--- src/rtl/uart_pkg.sv ---
// Shared UART receive definitions. The cipher stage imports the same
// XON/XOFF codes from here.
package uart_pkg;

  localparam int OSR = 16;
  localparam logic [7:0] CTRL_XOFF = 8'h13;
  localparam logic [7:0] CTRL_XON  = 8'h11;

  typedef enum logic [1:0] {IDLE, START, DATA, STOP} uart_rx_state_t;

  function automatic logic is_flow_ctrl(input logic [7:0] b);
    return (b == CTRL_XOFF) || (b == CTRL_XON);
  endfunction

endpackage

--- src/rtl/uart_baud_tick.sv ---
// Free-running 16x oversample tick divider. The counter restarts from 0 on
// clr so that tick phase is aligned to the detected start edge.
module uart_baud_tick #(
  parameter int DIV = 10
) (
  input  logic clk,
  input  logic rst,
  input  logic clr,
  output logic tick
);
  localparam int W = (DIV > 1) ? $clog2(DIV) : 1;

  generate
    if (DIV < 2) begin : g_div_check
      $error("uart_baud_tick: DIV must be at least 2");
    end
  endgenerate

  logic [W-1:0] cnt;

  always_ff @(posedge clk) begin
    if (rst || clr)
      cnt <= '0;
    else if (cnt == W'(DIV - 1))
      cnt <= '0;
    else
      cnt <= cnt + 1'b1;
  end

  assign tick = (cnt == W'(DIV - 1));

endmodule

--- src/rtl/uart_rx_flow.sv ---
// UART 8N1 receiver with XON/XOFF detection and a sticky tx_paused flag.
// state | meaning: IDLE wait edge | START check mid start | DATA shift 8 bits | STOP check stop bit
module uart_rx_flow
  import uart_pkg::*;
#(
  parameter int CLK_FREQ = 50_000_000,
  parameter int BAUD     = 115_200
) (
  input  logic       clk,
  input  logic       rst,
  input  logic       rx,
  output logic [7:0] rx_data,
  output logic       rx_valid,
  output logic       is_control_char,
  output logic       framing_err,
  output logic       tx_paused
);
  localparam int DIV = CLK_FREQ / (BAUD * OSR);

  logic           sync1, sync2, rx_prev;
  logic           start_edge, edge_q, start_hit;
  logic           tick;
  uart_rx_state_t state;
  logic [3:0]     tick_cnt;
  logic [2:0]     bit_idx;
  logic [7:0]     shreg;

  always_ff @(posedge clk) begin
    if (rst) begin
      sync1   <= 1'b1;
      sync2   <= 1'b1;
      rx_prev <= 1'b1;
    end else begin
      sync1   <= rx;
      sync2   <= sync1;
      rx_prev <= sync2;
    end
  end

  assign start_edge = rx_prev & ~sync2;
  // edge_q keeps an edge that landed on the STOP sample cycle alive for IDLE
  assign start_hit  = (state == IDLE) && (start_edge || edge_q);

  uart_baud_tick #(.DIV(DIV)) u_tick (
    .clk  (clk),
    .rst  (rst),
    .clr  (start_hit),
    .tick (tick)
  );

  always_ff @(posedge clk) begin
    if (rst) begin
      state           <= IDLE;
      tick_cnt        <= '0;
      bit_idx         <= '0;
      shreg           <= '0;
      edge_q          <= 1'b0;
      rx_data         <= '0;
      rx_valid        <= 1'b0;
      is_control_char <= 1'b0;
      framing_err     <= 1'b0;
      tx_paused       <= 1'b0;
    end else begin
      rx_valid    <= 1'b0;
      framing_err <= 1'b0;
      edge_q      <= start_edge;
      case (state)
        IDLE: begin
          if (start_hit) begin
            state    <= START;
            tick_cnt <= '0;
          end
        end
        START: begin
          if (tick) begin
            if (tick_cnt == 4'(OSR / 2 - 1)) begin
              tick_cnt <= '0;
              bit_idx  <= '0;
              state    <= sync2 ? IDLE : DATA;
            end else begin
              tick_cnt <= tick_cnt + 1'b1;
            end
          end
        end
        DATA: begin
          if (tick) begin
            if (tick_cnt == 4'(OSR - 1)) begin
              tick_cnt <= '0;
              shreg    <= {sync2, shreg[7:1]};
              if (bit_idx == 3'd7)
                state <= STOP;
              else
                bit_idx <= bit_idx + 1'b1;
            end else begin
              tick_cnt <= tick_cnt + 1'b1;
            end
          end
        end
        STOP: begin
          if (tick) begin
            if (tick_cnt == 4'(OSR - 1)) begin
              tick_cnt <= '0;
              state    <= IDLE;
              if (sync2) begin
                rx_data         <= shreg;
                rx_valid        <= 1'b1;
                is_control_char <= is_flow_ctrl(shreg);
                if (shreg == CTRL_XOFF)
                  tx_paused <= 1'b1;
                else if (shreg == CTRL_XON)
                  tx_paused <= 1'b0;
              end else begin
                framing_err <= 1'b1;
              end
            end else begin
              tick_cnt <= tick_cnt + 1'b1;
            end
          end
        end
        default: state <= IDLE;
      endcase
    end
  end

endmodule

--- config.mk ---
export PLATFORM = sky130hd
export DESIGN_NAME = uart_rx_flow
export DESIGN_NICKNAME = d
export VERILOG_FILES = /design/src/rtl/uart_pkg.sv /design/src/rtl/uart_baud_tick.sv /design/src/rtl/uart_rx_flow.sv
export SDC_FILE = /design/constraint.sdc
export NUM_CORES = 1
export LEC_CHECK = 0
export BUFFER_PORTS_ARGS = -buffer_cell sky130_fd_sc_hd__buf_2
export CAP_MARGIN = 20
export CORE_UTILIZATION = 30
export CTS_CLUSTER_DIAMETER = 100
export DETAILED_ROUTE_END_ITERATION = 6
export PLACE_DENSITY = 0.43
export SLEW_MARGIN = 20
export SYNTH_ARGS = -nofsm -noshare
export SYNTH_HDL_FRONTEND = slang
export SYNTH_HIERARCHICAL = 1
export SYNTH_SLANG_ARGS = --single-unit
--- constraint.sdc ---
create_clock -name clk -period 2.55 [get_ports clk]
set_clock_uncertainty 0.05 [all_clocks]
set_input_delay 0.51 -clock clk [delete_from_list [all_inputs] [get_ports clk]]
set_output_delay 0.51 -clock clk [all_outputs]
set_load 0.01 [all_outputs]
==> qor.yml, run 1 <==
status:
  outcome: "complete, no violations"
pwr:
  powerDensity_mw_per_mm2: 643.4
  vdd.ir_drop.worst_v: 0.0002599
  p_leak_uw: 0.0007119
  power.switching_uw: 247.1
  p_int_uw: 934.6
  p_seq_share_pct: 52.0
  combPwrFrac_pct: 4.1
  p_total_uw: 1182
  clkPwrFrac_pct: 43.9
  swShare_pct: 20.91
critical_path:
  end_kind: "flip-flop"
  worst-path-max-fanout: 8
  path_class: "flip-flop to flip-flop"
  cp-start-kind: "flip-flop"
  cp_slowest_stage_delay_ps: 380
  critical-path-top-delay-family: "simple AND/OR/NAND/NOR gates"
  cp.arrival_ps: 2110
  critPathRequiredTime_ps: 2660
  reg2reg_slack_ps: 550
  critPathSlowestCell: "and4b_1"
  crit_buf_inv: 2
  crit_chain: "inv_1 -> ha_1 -> and4b_1 -> nand4_4 -> nor3b_2 -> buf_4 -> mux2i_1 -> nor2_1"
timing:
  slew_violations: 0
  rsz0062_at_grt: "no"
  hold_ws_ps: 354.5
  fin_crit_sh_pct: 78.26
  worst_pin_slew_ps: 538.5
  hold_violations: 0
  slew_headroom_pct: 64.10
  fmax_mhz: 501.1
  finalSetupTns_ps: 0
  finalSetupViolations: 0
  period_needed_ps: 1996
finish:
  area_growth_pct: 14.51
  fin_nets: 183
  drive_gt1_share_pct: 17.71
  n_antenna_cell: 0
  multi_input_area_um2: 787.0
  final_cells: 245
  nFillCells: 543
  regArea_um2: 760.7
  finish.utilization_pct: 35.74
yosys:
  synth_top_area_share_pct: 47.43
  ys_types: 38
  synthCells: 161
  yosys.area.top_type: "dfxtp_1"
  syn_nets: 169
  synth_most_common_cell: "dfxtp_1"
  yosys_warnings: 6
  syn_area_mm2: 0.001604
  synthTopCellsByArea: "dfxtp_1 (47%), mux2i_1 (11%), nor2_1 (6.1%)"
  synth-seq-cells: 38
  synth_edf_count: 0
  async_flop_share_pct: 0
  ys.flop_type: "dfxtp_1"
  synth_common_cells: "dfxtp_1 (38), nor2_1 (26), mux2i_1 (18)"
  synth.avg_cell_area_um2: 9.963
  yosysSeqAreaShare_pct: 47.43
route:
  routedWlPerCell_um: 12.29
  ant_nets: 0
  highest_layer: "met4"
  drcViolationCount: 0
  viasPerCell: 4.690
  routed-via-count: 1149
  drt_iter0_drc: 53
  wl_mm: 3.010
  wl_met3_um: 106
  drtPass1Iterations: 4
  dr_wl_met2_mm: 1.278
  wl_met1_mm: 1.561
clock_tree:
  h-tree-depth: 2
  cts_hold_buffers: 0
  cts_setup_buffers: 0
  cts_tree: "done"
  cts_buffers: 5
  root_buffer: "clkbuf_8"
  clk_pin_slew_worst_paths_ps: 70
  clockBufferDepth: 2
  clock_sinks: 38
  cts_resized: 0
  clock_latency_ps: 280
floorplan:
  dieArea_mm2: 0.005643
  ios: 15
  row_count: 26
  core_area_mm2: 0.005140
  chipWidth_um: 75.12
  die_height_um: 75.12
  initial_core_util_pct: 31.21
grt:
  grtUsageTotal_pct: 12.58
  grt_start_max_net_pins: 30
  grt_pass1_wl_mm: 5.140
  antenna_found_initial: 0
  grt-ovfl-total: 0
  grt_pass1_vias: 1033
placement:
  portBuffers: 14
  place.gp.congestion: 0.7392
  placed_cells: 238
  place_hpwl_mm: 2.086
min_path:
  hold_path_class: "primary input to flip-flop"
flow_run:
  drv_cap: 0
[per-stage QoR]
stage | instance area, um2 | worst slack [ps]
final | 1837 | 554.4
after floorplan | 1604 | 771.4
after detailed placement | 1724 | 563.3
after global routing | 1837 | 413.7
after CTS | 1837 | 548.4
after global placement | 1724 | 594.1
[layer usage]
metal  vias up  global-route usage, %
met4         0                  6.289
li1        591                      -
met3         8                  4.016
met1       528                  16.41
met5         -                      0
met2        22                  18.62
[path summary, 6_finish.rpt]
path / startpoint / end / cells after the start
setup / recovery: u_tick/cnt[0] / shreg[4] / 8
hold / removal: rx / sync1 / 2
setup reg to reg: u_tick/cnt[0] / shreg[4] / 8
hold reg to reg: sync1 / sync2 / 1
[layout make-up]
cell class | count | area share, %
clock inverters | 1 | 1.635
clock buffers | 6 | 4.496
well taps | 70 | 4.768
inverters | 3 | 0.6131
flip-flops and latches | 38 | 41.42
repair buffers | 15 | 4.223
multi-input cells | 112 | 42.85
[state kept, by name, summed over array words and instances (netlist names), named ones only]
register and count:
rx_data 8, shreg 8, u_tick/cnt 5, tick_cnt 4
bit_idx 3, edge_q 1, framing_err 1, is_control_char 1
rx_prev 1, rx_valid 1, state 1, sync1 1
sync2 1, tx_paused 1
[layout by cell type (no fill, tap or decap), types with 2 or more instances in the layout]
master,count
xnor2_1,2
nand4b_1,2
mux2i_1,18
xor2_1,3
nor3_1,3
nand3_1,10
a31oi_1,2
o21ai_0,2
nand2_1,9
nand2b_1,2
clkbuf_8,6
dfxtp_1,38
a21oi_1,6
nand4_1,3
buf_2,14
nor2_1,26
ha_1,5
inv_1,3
or2_2,2
[cell families (layout without fill, tap and decap cells)]
| group | count (synthesis) | after routing | share of synthesized area [%] |
|---|---|---|---|
| simple gates | 69 | 69 | 24.42 |
| buf+inv | 11 | 25 | 3.510 |
| flops | 38 | 38 | 47.43 |
| xor+xnor | 5 | 5 | 2.731 |
| compound gates | 15 | 15 | 6.787 |
| fa+ha+maj | 5 | 5 | 3.900 |
| mux | 18 | 18 | 11.23 |
[power groups by stage]
stage,clock network (uW),logic (uW),registers [uW]
final,519,47.9,615
after global routing,567,54.0,616
after CTS,535,48.7,614
after detailed placement,0,48.5,628
after global placement,0,47.6,628
after floorplan,0,45.1,621
Note: power is estimated with default switching activity, not from simulation.
==> run 2, diff against run 1 <==
clock period = 1.9 ns   (was 2.55 ns; I/O delays follow)
==> run 2 against run 1 <==
- combinational power increased by 47%
- sequential share of layout area decreased by 2.3 points
- via count increased by 2.7%
- clock power increased by 58%
- cell area increased by 5.9%
- routed wire length increased by 3.0%
- flip-flop and latch count unchanged
- maximum frequency increased by 13%
- die area unchanged
- critical endpoint is now rx_data[1]
==> qor.yml, run 2 (synthesis results as in run 1) <==
clock_tree:
  cts_tree: "done"
  clk_pin_slew_worst_paths_ps: 80  # about the same
  root_buffer: "clkbuf_8"
  clockBufferDepth: 2  # unchanged
  cts_hold_buffers: 0  # unchanged
  h-tree-depth: 2  # unchanged
  clock_latency_ps: 290  # about the same
  cts_buffers: 5  # unchanged
  clock_sinks: 38  # unchanged
finish:
  fin_nets: 194  # +6.0%
  drive_gt1_share_pct: 23.53  # +5.8 points
  top_regs: "rx_data (8), shreg (8), u_tick/cnt (5)"
  regArea_um2: 760.7  # unchanged
  fin_area_mm2: 0.001946  # +5.9%
  layout_common_cells: "dfxtp_1 (38), nor2_1 (26), mux2i_1 (18)"
  layout_commonest_cell: "dfxtp_1"
  nFillCells: 545  # +0.37%
  area_growth_pct: 21.30
  n_antenna_cell: 0  # unchanged
  multi_input_area_um2: 788.3  # +0.16%
floorplan:
  dieArea_mm2: 0.005643  # unchanged
  row_count: 26  # unchanged
  initial_core_util_pct: 31.21  # unchanged
  core_area_mm2: 0.005140  # unchanged
  ios: 15  # unchanged
  die_height_um: 75.12  # unchanged
  chipWidth_um: 75.12  # unchanged
route:
  wl_mm: 3.101  # +3.0%
  ant_nets: 0  # unchanged
  drtPass1Iterations: 4  # unchanged
  drt_iter0_drc: 37  # -30%
  drcViolationCount: 0  # unchanged
  routed-via-count: 1180  # +2.7%
  routedWlPerCell_um: 12.07  # -1.8%
  viasPerCell: 4.591  # -2.1%
critical_path:
  r2r-end: "rx_data[1]"
  cp_slowest_stage_delay_ps: 360  # -20 ps
  reg2reg_depth: 8  # unchanged
  path_class: "flip-flop to flip-flop"
  critical-path-top-delay-family: "simple AND/OR/NAND/NOR gates"
  critPathRequiredTime_ps: 2040  # -620 ps
  crit_chain: "ha_1 -> and4b_2 -> nand4_4 -> buf_4 -> nor2_8 -> buf_4 -> mux2i_1 -> nor2_1"
  end_kind: "flip-flop"
  critPathSlowestCell: "dfxtp_1"
  reg2reg_from: "u_tick/cnt[1]"
  cp.arrival_ps: 1900  # -210 ps
  crit_buf_inv: 2  # unchanged
  cp-start-kind: "flip-flop"
  worst-path-max-fanout: 8  # unchanged
  reg2reg_slack_ps: 140  # -420 ps
  crit_top_cell: "buf_4"
pwr:
  vdd.ir_drop.worst_v: 0.0003834  # +47%
  p_total_uw: 1716  # +45%
  p_int_uw: 1364  # +46%
  p_leak_uw: 0.0007800  # +9.6%
  powerDensity_mw_per_mm2: 882.1  # +37%
  clkPwrFrac_pct: 47.9  # +4.0 points
  p_seq_share_pct: 48.0  # -4.0 points
  swShare_pct: 20.52  # -0.39 points
  power.switching_uw: 352.2  # +43%
  combPwrFrac_pct: 4.1  # about the same
placement:
  dp_slack_ps: 29.99  # -533.4 ps
  placed_area_mm2: 0.001762  # +2.2%
  portBuffers: 14  # unchanged
  place_hpwl_mm: 2.193  # +5.1%
  place.gp.congestion: 0.7228  # -2.2%
grt:
  grt_pass1_wl_mm: 5.326  # +3.6%
  antenna_found_initial: 0  # unchanged
  grtUsageTotal_pct: 12.76  # +0.18 points
  grt-ovfl-total: 0  # unchanged
  grt_pass1_vias: 1128  # +9.2%
  grt_start_max_net_pins: 20  # -33%
timing:
  worst_pin_slew_ps: 456.3  # -82.28 ps
  slew_headroom_pct: 69.54  # +5.4 points
  period_needed_ps: 1765  # -230.8 ps
  hold_violations: 0  # unchanged
  finalSetupViolations: 0  # unchanged
  finalSetupTns_ps: 0  # unchanged
  fmax_mhz: 566.6  # +13%
  rsz0062_at_grt: "no"
  layout_setup_ws_ps: 135.2  # -419.2 ps
  slew_violations: 0  # unchanged
  hold_ws_ps: 219.3  # -135.1 ps
  fin_crit_sh_pct: 92.89  # +15 points
flow_run:
  drv_cap: 0  # unchanged
min_path:
  holdPathStages: 2  # unchanged
  holdCritStartpoint: "rx"
  holdPathEnd: "sync1"
  hold_path_class: "primary input to flip-flop"
status:
  outcome: "complete, no violations"
## run 2: changes by cell type in the layout (fill, tap and decap cells not counted), sizes merged
cell | previous run | this run
clkinv | 0 | 1
buf | 15 | 26
bufinv | 1 | 2
clkbuf | 6 | 5
## run 2: worst max-delay path by stage
| stage | cells past startpoint | from | slack [ps] | to |
|---|---|---|---|---|
| floorplan | 7 | u_tick/cnt[0] | 120 | bit_idx[1] |
| global placement | 8 | u_tick/cnt[0] | 40 | tx_paused |
| detailed placement | 7 | u_tick/cnt[1] | 30 | tx_paused |
| CTS | 7 | u_tick/cnt[1] | 20 | tx_paused |
| global route | 6 | u_tick/cnt[1] | 30 | flip-flop |
| finish | 8 | u_tick/cnt[1] | 140 | rx_data[1] |
## run 2: area by class of cell
class	instances	area share [%]
clock buffers	5	3.537
clock inverters	3	3.537
inverters	3	0.5788
multi-input cells	112	40.51
flip-flops and latches	38	39.10
well taps	70	4.502
repair buffers	26	8.232
## run 2: timing repair
| item | 4_1_cts | 5_1_grt |
|---|---|---|
| setup endpoints to repair | 0 | 5 |
| buffers inserted | 0 | 6 |
| resized for setup | 0 | 1 |
## run 2: worst reg2reg max path, delay by kind of cell (launching register included)
family	cells	cell delay, ps
flops	1	360
buf+inv	2	350
simple gates	4	600
mux	1	170
fa+ha+maj	1	140
## run 2: power groups by stage
stage                     clock (uW)  combinational (uW)  sequential, uW
final                            822                70.5             823
after global routing             878                78.9             825
after CTS                        851                71.2             823
after detailed placement           0                71.1             842
after global placement             0                69.2             842
after floorplan                    0                60.6             833
## run 2: stage by stage
stage | std cells | util, %
2_1_floorplan | 161 | -
3_3_place_gp | 243 | 34.27
3_5_place_dp | 243 | 34.27
4_1_cts | 251 | 36.95
5_1_grt | 257 | 37.85
6_report | 257 | 37.85
## run 2: per-layer routing
layer | global-route usage [%] | wire length [um]
met1 | 15.57 | 1545
met2 | 20.32 | 1375
met3 | 3.748 | 120
met4 | 6.709 | 59
met5 | 0 | 0
==> run 3, diff against run 2 <==
BUFFER_PORTS_ARGS = -buffer_cell sky130_fd_sc_hd__buf_4   (was -buffer_cell sky130_fd_sc_hd__buf_2)
==> run 3 against run 2 <==
- non-clock buffer count is 2 lower
- sequential power hardly changed
- setup slack better by 12 ps
- critical endpoint is now bit_idx[1]
- worst hold slack better by 4.0 ps
- largest power group is now clock
- die area stayed put
==> qor.yml, run 3 (synthesis results as in run 1) <==
clock_tree:
  cts_tree: "done"
  root_buffer: "clkbuf_8"
  cts_hold_buffers: 0  # unchanged
  clk_pin_slew_worst_paths_ps: 70  # about the same
  clockBufferDepth: 2  # unchanged
  clock_latency_ps: 290  # about the same
  h-tree-depth: 2  # unchanged
  cts_buffers: 5  # unchanged
  clock_sinks: 38  # unchanged
critical_path:
  critPathRequiredTime_ps: 2020  # -20 ps
  r2r-end: "bit_idx[1]"
  path_class: "flip-flop to flip-flop"
  cp-start-kind: "flip-flop"
  worst-path-max-fanout: 3  # -5
  critPathLaunch: "u_tick/cnt[0]"
  end_kind: "flip-flop"
  reg2reg_depth: 7  # -1
  reg2reg_from: "u_tick/cnt[0]"
  cp.arrival_ps: 1870  # -30 ps
  reg2reg_slack_ps: 150  # about the same
  cp-endpoint: "bit_idx[1]"
pwr:
  vdd.ir_drop.worst_v: 0.0004457  # +16%
  p_leak_uw: 0.0007805  # about the same
  powerDensity_mw_per_mm2: 869.8  # -1.4%
floorplan:
  chipWidth_um: 75.12  # unchanged
  core_area_mm2: 0.005140  # unchanged
  ios: 15  # unchanged
  die_height_um: 75.12  # unchanged
  row_count: 26  # unchanged
  initial_core_util_pct: 31.21  # unchanged
  dieArea_mm2: 0.005643  # unchanged
finish:
  layout_common_cells: "dfxtp_1 (38), nor2_1 (26), buf_4 (20)"
  fin_area_mm2: 0.002003  # +3.0%
  fin_nets: 192  # -1.0%
  area_growth_pct: 24.88
  top_regs: "rx_data (8), shreg (8), u_tick/cnt (5)"
  n_antenna_cell: 0  # unchanged
  drive_gt1_share_pct: 22.70  # -0.83 points
  layout_commonest_cell: "dfxtp_1"
grt:
  grtUsageTotal_pct: 12.75  # about the same
  grt_pass1_vias: 1102  # -2.3%
  grt_pass1_wl_mm: 5.264  # -1.2%
  grt-ovfl-total: 0  # unchanged
  grt_start_max_net_pins: 30  # +50%
  antenna_found_initial: 0  # unchanged
status:
  outcome: "complete, no violations"
route:
  ant_nets: 0  # unchanged
  wl_met3_um: 107  # -11%
  highest_layer: "met4"
  drt_iter0_drc: 33  # -11%
  drcViolationCount: 0  # unchanged
  dr_wl_met2_mm: 1.481  # +7.7%
  viasPerCell: 4.624  # +0.70%
  wl_mm: 3.161  # +1.9%
  routedWlPerCell_um: 12.40  # +2.7%
  routed-via-count: 1179  # -0.085%
  wl_met1_mm: 1.549  # +0.26%
  drtPass1Iterations: 4  # unchanged
timing:
  hold_violations: 0  # unchanged
  layout_setup_ws_ps: 147.4  # +12.27 ps
  slew_violations: 0  # unchanged
  finalSetupViolations: 0  # unchanged
  slew_headroom_pct: 69.97  # +0.43 points
  worst_pin_slew_ps: 449.9  # -6.392 ps
  fmax_mhz: 570.6  # +0.70%
  period_needed_ps: 1753  # -12.27 ps
  fin_crit_sh_pct: 92.24  # -0.65 points
min_path:
  hold_path_class: "primary input to flip-flop"
placement:
  portBuffers: 14  # unchanged
  placed_area_mm2: 0.001797  # +2.0%
  dp_slack_ps: -68.82  # -98.81 ps
  place_hpwl_mm: 2.125  # -3.1%
  place.gp.congestion: 0.7582  # +4.9%
flow_run:
  drv_cap: 0  # unchanged
run 3: changes by cell type in the layout (fill, tap and decap cells not counted):
cell / change
buf_12: +2
buf_4: +8
buf_2: -14
buf_6: +2
clkbuf_8: +1
clkinv_4: -1
run 3: worst min path at each step:
stage	start	end	slack (ps)	depth (start not counted)
detailed placement	sync1	sync2	360	1
global placement	sync1	sync2	350	1
floorplan	sync1	sync2	340	1
finish	rx	sync1	220	2
global route	rx	sync1	220	2
CTS	rx	sync1	210	2
run 3: final cells by class:
type	instances	area [um2]
flip-flops and latches	38	760.7
inverters	3	11.26
clock buffers	6	82.58
clock inverters	2	60.06
fillers	557	3137
repair buffers	24	212.7
well taps	70	87.58
multi-input cells	112	788.3
run 3: power by group:
part / internal (uW) / leakage [uW] / switching (uW)
Sequential: 808 / 0.000307 / 15.1
Clock: 560 / 0.0000714 / 285
Combinational: 32.6 / 0.000402 / 41.4
run 3: layer usage:
metal,global-route usage (%),vias to the layer above
li1,-,609
met4,5.031,0
met1,16.27,549
met3,5.221,2
met5,0,-
met2,19.12,19
run 3: stage by stage:
step	util [%]	TNS (ps)	hold slack, ps	total power [uW]	std cells
2_1_floorplan	-	0	339.5	893.8	161
3_3_place_gp	34.96	-63.24	353.3	915.1	243
3_5_place_dp	34.96	-83.82	355.1	916.9	243
4_1_cts	37.90	0	210.6	1770	252
5_1_grt	38.97	-1.547	216.1	1822	255
6_report	38.97	0	223.3	1742	255
run 3: worst max-delay path, cell delays in order, from the launching register on:
cell	delay, ps
dfxtp_1	310
inv_1	50
ha_1	130
and4b_2	280
nand2_1	110
or4_1	530
nand3_1	110
a21oi_1	60
run 3: timing repair:
item / in CTS / in global routing
setup buffers: 1 / 3
setup endpoints to repair: 3 / 16
resized for setup: 1 / 2
pin swaps: 1 / 3
